### src/rtl/fir_xifu_pkg.sv
// Shared types for the FIR XIFU scoreboard: ID sizing, ctrl/wb bundles, entry state.
package fir_xifu_pkg;

  localparam int NID        = 16;
  localparam int X_ID_WIDTH = $clog2(NID);

  typedef struct packed {
    logic [NID-1:0] issue;
    logic [NID-1:0] commit;
    logic [NID-1:0] kill;
  } ctrl2wb_t;

  typedef struct packed {
    logic [NID-1:0] clear;
  } wb2ctrl_t;

  typedef enum logic [1:0] {
    SB_FREE,
    SB_ISSUED,
    SB_COMMITTED,
    SB_KILLED
  } sb_state_e;

endpackage

### src/rtl/fir_xifu_sb_entry.sv
// One scoreboard entry: FREE -> ISSUED -> COMMITTED/KILLED -> FREE.
// Destination register is stored only when FIR_XIFU_HAZARD_CHECK_EN is defined.
module fir_xifu_sb_entry
  import fir_xifu_pkg::*;
(
  input  logic      clk_i,
  input  logic      rst_ni,
  input  logic      accept_i,
  input  logic      commit_i,
  input  logic      kill_i,
  input  logic      clear_i,
  output sb_state_e state_o
`ifdef FIR_XIFU_HAZARD_CHECK_EN
  ,
  input  logic [4:0] rd_i,
  input  logic       rd_we_i,
  output logic [4:0] rd_o,
  output logic       rd_we_o
`endif
);

  sb_state_e state_q, state_d;

  always_ff @(posedge clk_i or negedge rst_ni) begin
    if (!rst_ni) state_q <= SB_FREE;
    else         state_q <= state_d;
  end

  always_comb begin
    state_d = state_q;
    case (state_q)
      SB_FREE:      if (accept_i) state_d = SB_ISSUED;
      SB_ISSUED:    if (commit_i) state_d = kill_i ? SB_KILLED : SB_COMMITTED;
      SB_COMMITTED: if (clear_i)  state_d = SB_FREE;
      SB_KILLED:    state_d = SB_FREE;
      default:      state_d = SB_FREE;
    endcase
  end

  assign state_o = state_q;

`ifdef FIR_XIFU_HAZARD_CHECK_EN
  logic [4:0] rd_q;
  logic       rd_we_q;

  always_ff @(posedge clk_i or negedge rst_ni) begin
    if (!rst_ni) begin
      rd_q    <= '0;
      rd_we_q <= 1'b0;
    end else if (accept_i) begin
      rd_q    <= rd_i;
      rd_we_q <= rd_we_i;
    end
  end

  assign rd_o    = rd_q;
  assign rd_we_o = rd_we_q;
`endif

endmodule

### src/rtl/fir_xifu_scoreboard.sv
// Per-ID issue/commit/kill scoreboard with issue gating on ID reuse, occupancy and
// (with FIR_XIFU_HAZARD_CHECK_EN) RAW/WAW hazards against live FIR destinations.
module fir_xifu_scoreboard
  import fir_xifu_pkg::*;
#(
  parameter int NID             = 16,
  parameter int MAX_OUTSTANDING = 4
) (
  input  logic                     clk_i,
  input  logic                     rst_ni,
  input  logic                     issue_valid_i,
  input  logic [$clog2(NID)-1:0]   issue_id_i,
  input  logic [4:0]               issue_rd_i,
  input  logic                     issue_rd_we_i,
  input  logic [9:0]               issue_rs_i,
  input  logic [1:0]               issue_rs_valid_i,
  output logic                     issue_ready_o,
  input  logic                     commit_valid_i,
  input  logic [$clog2(NID)-1:0]   commit_id_i,
  input  logic                     commit_kill_i,
  input  logic [NID-1:0]           clear_i,
  output logic [NID-1:0]           issue_o,
  output logic [NID-1:0]           commit_o,
  output logic [NID-1:0]           kill_o,
  output logic [$clog2(NID+1)-1:0] outstanding_o
);

  localparam int IDW = $clog2(NID);
  localparam int CW  = $clog2(NID+1);

  sb_state_e      st [NID];
  logic [NID-1:0] live, committed, killed, leaving;
  logic           accept, hazard;
  logic [CW-1:0]  cnt_q, cnt_d, n_leave;

  assign accept = issue_valid_i & issue_ready_o;

`ifdef FIR_XIFU_HAZARD_CHECK_EN
  logic [4:0] rd_st [NID];
  logic       rd_we_st [NID];
`endif

  for (genvar k = 0; k < NID; k++) begin : g_entry
    fir_xifu_sb_entry u_entry (
      .clk_i    (clk_i),
      .rst_ni   (rst_ni),
      .accept_i (accept && (issue_id_i == IDW'(k))),
      .commit_i (commit_valid_i && (commit_id_i == IDW'(k))),
      .kill_i   (commit_kill_i),
      .clear_i  (clear_i[k]),
      .state_o  (st[k])
`ifdef FIR_XIFU_HAZARD_CHECK_EN
      ,
      .rd_i     (issue_rd_i),
      .rd_we_i  (issue_rd_we_i),
      .rd_o     (rd_st[k]),
      .rd_we_o  (rd_we_st[k])
`endif
    );

    assign live[k]      = (st[k] != SB_FREE);
    assign committed[k] = (st[k] == SB_COMMITTED);
    assign killed[k]    = (st[k] == SB_KILLED);
    // Killed entries self-expire; committed ones wait for writeback's clear.
    assign leaving[k]   = killed[k] | (committed[k] & clear_i[k]);
  end

`ifdef FIR_XIFU_HAZARD_CHECK_EN
  always_comb begin
    hazard = 1'b0;
    for (int k = 0; k < NID; k++) begin
      if (live[k] && !killed[k] && rd_we_st[k] &&
          ((issue_rs_valid_i[0] && (rd_st[k] == issue_rs_i[4:0])) ||
           (issue_rs_valid_i[1] && (rd_st[k] == issue_rs_i[9:5])) ||
           (issue_rd_we_i       && (rd_st[k] == issue_rd_i))))
        hazard = 1'b1;
    end
  end
`else
  logic unused_issue_fields;
  assign unused_issue_fields = ^{issue_rd_i, issue_rd_we_i, issue_rs_i, issue_rs_valid_i};
  assign hazard = 1'b0;
`endif

  assign issue_ready_o = ~live[issue_id_i] & (cnt_q < CW'(MAX_OUTSTANDING)) & ~hazard;

  always_comb begin
    n_leave = '0;
    for (int k = 0; k < NID; k++) n_leave = n_leave + CW'(leaving[k]);
    cnt_d = cnt_q + CW'(accept) - n_leave;
  end

  always_ff @(posedge clk_i or negedge rst_ni) begin
    if (!rst_ni) cnt_q <= '0;
    else         cnt_q <= cnt_d;
  end

  assign issue_o       = live;
  assign commit_o      = committed;
  assign kill_o        = killed;
  assign outstanding_o = cnt_q;

endmodule
### config.mk
export PLATFORM = sky130hd
export DESIGN_NAME = fir_xifu_scoreboard
export DESIGN_NICKNAME = d
export VERILOG_FILES = /design/src/rtl/fir_xifu_pkg.sv /design/src/rtl/fir_xifu_sb_entry.sv /design/src/rtl/fir_xifu_scoreboard.sv
export SDC_FILE = /design/constraint.sdc
export NUM_CORES = 1
export LEC_CHECK = 0
export ABC_AREA = 1
export CAP_MARGIN = 20
export CORE_MARGIN = 8
export CORE_UTILIZATION = 30
export DETAILED_ROUTE_END_ITERATION = 12
export HOLD_SLACK_MARGIN = 0.02
export SLEW_MARGIN = 20
export SYNTH_ARGS = -nofsm -noshare
export SYNTH_HDL_FRONTEND = slang
export SYNTH_SLANG_ARGS = --single-unit
### constraint.sdc
create_clock -name clk_i -period 6.2 [get_ports clk_i]
set_input_delay 1.24 -clock clk_i [delete_from_list [all_inputs] [get_ports clk_i]]
set_output_delay 1.24 -clock clk_i [all_outputs]
set_load 0.02 [all_outputs]
==> impl_metrics.yaml <==
grt:
  grtUsageTotal_pct: 14.3
  pin_count_of_the_biggest_net_entering_global_routing: 38
  grt_pass1_vias: 3045
  grt_pass1_wl_um: 15000
  globalRouteOverflowTotal: 0
  antenna_found_initial: 0
routing:
  antenna_violating_nets_post_route: 0
  wl_per_cell_um: 14.5
  firstDrtPassIters: 4
  detailedRoute.firstIterationViolations: 183
  post-route-drc-count: 0
  route.detailed.vias_per_inst: 4.51
  detail_route.wirelength_um: 9360
  vias: 2925
placed_design:
  place_congestion: 0.865
  placedCellCount: 640
  io_buffers: 82
  dp_hpwl_um: 7860
sta:
  period_minus_slack_ps: 5470
  timing.slew.headroom_pct: 41.2
  setup_viol: 0
  worst_slew_pin_slew_ps: 883
  clock-skew-final_ps: 6.73
  maxSlewViolCount: 0
  final.hold.worst_slack_ps: 539
  rsz_0062_raised_after_global_routing: "false"
  fin_setup_tns_ps: 0
  max_fclk_mhz: 183
  timing_hold_violations_final: 0
  final_min_period_over_clock_period_pct: 88.2
synth:
  syn_nets: 500
  synth_area_mm2: 0.00305
  netlist_instances: 423
  ys_seq_elements: 37
  syn_avg_cell_area_um2: 7.22
  synth_edf_count: 0
  synthDistinctLibCells: 31
  ys_seq_area_share_pct: 30.3
  async_flop_share_pct: 100
  ys_warn_count: 0
  yosys_most_used_dff: "sky130_fd_sc_hd__dfrtp_1"
clock_network:
  total_clock_sinks: 37
  cts_resized: 0
  cts-buffers-inserted: 5
  post-cts-setup-buffers: 0
  cts_hold_buf: 0
  clock_input_transition_at_the_sequential_cells_of_the_worst_setup_and_hold_paths_ps: 80
  cts-root-buf: "sky130_fd_sc_hd__clkbuf_8"
  cts_max_path_buffers: 2
  clock_tree_from_tritoncts: "yes"
  htree_levels: 2
  worstSkewPairLatency_ps: 290
critical_path:
  timing.critical_path.to_type: "flip-flop"
  startpoint_type: "input port"
  setup.reg_to_reg.worst_slack_ps: 1640
  crit_arrival_ps: 5690
  crit_path_cell_trace: "clkdlybuf4s50_1 -> nand2_1 -> inv_2 -> nand2_1 -> nand2_1 -> nor2_1 -> nor2_2 -> nor2_4 -> nand3_4 -> inv_1 -> fa_1 -> inv_1 -> fa_1 -> fa_1 -> fa_1 -> inv_1 -> ha_1 -> ha_1 -> fa_1 -> xor2_1 -> xnor2_1 -> xor2_1"
  cp_data_required_time_ps: 6410
  critPathMaxFanout: 5
  cp_common_cell: "sky130_fd_sc_hd__fa_1"
  cpMaxStageDelayCell: "sky130_fd_sc_hd__fa_1"
  regToRegStartpoint: "g_entry[1].u_entry.state_o[0]"
  timing.reg2reg.worst_path_depth: 14
  timing.setup.critical_path_class: "in -> reg"
  crit_path_max_incr_delay_ps: 500
  timing.rr.end: "outstanding_o[4]"
floorplanning:
  i_o_pin_count: 101
  floorplan.die_area_mm2: 0.0137
  die_x_um: 117
  num_rows: 37
  die_y_um: 117
  effective_utilization_at_floorplan_pct: 30.3
  core_area_mm2: 0.0101
finish:
  post_route_cells_drive_above_1_share_pct: 6.45
  stdcell_count: 648
  area.sequential_um2: 926
  fillers: 1073
  n_antenna_cell: 0
  multiInputGateArea_mm2: 0.00170
  nNetsFinal: 588
  area_growth_from_synthesis_to_layout_pct: 34.8
power:
  internal-power_uw: 848
  power.ir.vdd_worst_mv: 0.331
  total_power_uw: 1590
  lkg_pwr_uw: 0.00210
  combPwrFrac_pct: 64.0
  power.sequential.fraction_pct: 25.3
  portion_of_total_power_attributed_to_the_clock_network_pct: 10.6
  total_switching_power_uw: 740
  power.density_cell_area_mw_per_mm2: 386
  netSwitchingFraction_pct: 46.6
min_path:
  hold-path-cell-count: 1
  hold_path.class: "reg -> reg"
  hold_path_end: "g_entry[7].u_entry.state_o[1]"
  worst_hold_startpoint: "g_entry[7].u_entry.state_o[0]"
run:
  timing.max_cap.violations: 0
status:
  outcome: "finished clean"
-- worst max-delay path, delay by kind of cell --
family	cells	cell delay [ps]
adder cells (fa/ha/maj)	7	2380
AND/OR/NAND/NOR	7	770
buffers and inverters	5	750
XOR/XNOR	3	530
-- synthesized netlist by cell type (all sizes together) (7+ instances only) --
cell type / instances / area [um2]
dfrtp: 37 / 926
nand4: 7 / 43.8
o31ai: 16 / 120
nand2: 60 / 238
inv: 110 / 413
nand3: 17 / 97.6
ha: 16 / 200
o21ai: 29 / 179
nor2: 78 / 303
a21oi: 19 / 106
fa: 14 / 280
-- how the worst max path moves through the flow --
| stage | start | endpoint | cells past startpoint |
|---|---|---|---|
| 2_1_floorplan | issue_id_i[1] | outstanding_o[4] | 21 |
| 6_report | issue_id_i[0] | outstanding_o[4] | 22 |
| 3_5_place_dp | issue_id_i[0] | outstanding_o[4] | 22 |
| 3_3_place_gp | clear_i[1] | outstanding_o[4] | 15 |
| 5_1_grt | issue_id_i[0] | outstanding_o[4] | 22 |
| 4_1_cts | issue_id_i[0] | outstanding_o[4] | 22 |
-- logic make-up (layout without fill, tap and decap cells) --
| kind of cell | after synthesis | after routing | share of synthesized area [%] |
|---|---|---|---|
| compound gates | 70 | 70 | 14.9 |
| flops | 37 | 37 | 30.3 |
| buf+inv | 113 | 202 | 14.2 |
| simple gates | 168 | 168 | 23.5 |
| xor+xnor | 5 | 5 | 1.43 |
| fa+ha+maj | 30 | 30 | 15.7 |
-- per-layer routing --
layer,wire length (um),up-vias,global-route usage (%)
met2,4450,81,24.3
li1,-,1489,-
met3,647,14,3.75
met5,0,-,0
met1,4070,1341,17.2
met4,197,0,4.61
-- stage by stage --
step	instance area [um2]	utilization, %	worst slack (ps)
floorplan	3050	-	1130
global placement	4040	40.0	429
detailed placement	4040	40.0	395
CTS	4120	40.8	691
global route	4120	40.8	397
finish	4120	40.8	729
-- registers in the layout (all words and copies together) (netlist names) --
| signal | cells |
|---|---|
| g_entry.u_entry.state_o | 32 |
| outstanding_o | 5 |
-- power groups by stage --
stage / registers (uW) / clock network (uW) / logic (uW)
5_1_grt: 419 / 187 / 1180
4_1_cts: 403 / 176 / 1050
3_3_place_gp: 403 / 0 / 1010
2_1_floorplan: 408 / 0 / 661
6_report: 403 / 169 / 1020
3_5_place_dp: 408 / 0 / 1020
-- cells in the final DEF (no fill, tap or decap) --
master,n
sky130_fd_sc_hd__a31oi_1,1
sky130_fd_sc_hd__nor2_1,76
sky130_fd_sc_hd__dfrtp_1,37
sky130_fd_sc_hd__nand3_1,16
sky130_fd_sc_hd__buf_2,1
sky130_fd_sc_hd__a21oi_1,18
sky130_fd_sc_hd__fa_1,14
sky130_fd_sc_hd__and2_2,1
sky130_fd_sc_hd__nand4_1,7
sky130_fd_sc_hd__inv_2,4
sky130_fd_sc_hd__clkinv_2,2
sky130_fd_sc_hd__clkbuf_8,5
sky130_fd_sc_hd__a21oi_4,1
sky130_fd_sc_hd__xor2_1,3
sky130_fd_sc_hd__a21boi_0,1
sky130_fd_sc_hd__nor2_2,1
sky130_fd_sc_hd__ha_1,16
sky130_fd_sc_hd__nand2_4,1
sky130_fd_sc_hd__nand2_2,2
sky130_fd_sc_hd__o31ai_1,16
sky130_fd_sc_hd__o21ai_2,9
sky130_fd_sc_hd__xnor2_1,2
sky130_fd_sc_hd__a22oi_1,2
sky130_fd_sc_hd__o21ai_0,20
sky130_fd_sc_hd__nand2_1,57
sky130_fd_sc_hd__a32o_1,2
sky130_fd_sc_hd__clkdlybuf4s50_1,81
sky130_fd_sc_hd__nor2_4,1
sky130_fd_sc_hd__inv_1,106
sky130_fd_sc_hd__buf_4,2
sky130_fd_sc_hd__nand3_4,1
sky130_fd_sc_hd__clkbuf_1,1
sky130_fd_sc_hd__nor3_1,3
sky130_fd_sc_hd__or2_2,2
-- layout make-up --
type,instances,area share (%)
Inverter,110,10.0
Timing Repair Buffer,84,20.2
Clock inverter,2,0.243
Multi-Input combinational cell,273,41.2
Clock buffer,6,1.76
Sequential cell,37,22.5
Tap cell,136,4.13
No activity file was read; power rests on OpenSTA's default activity.
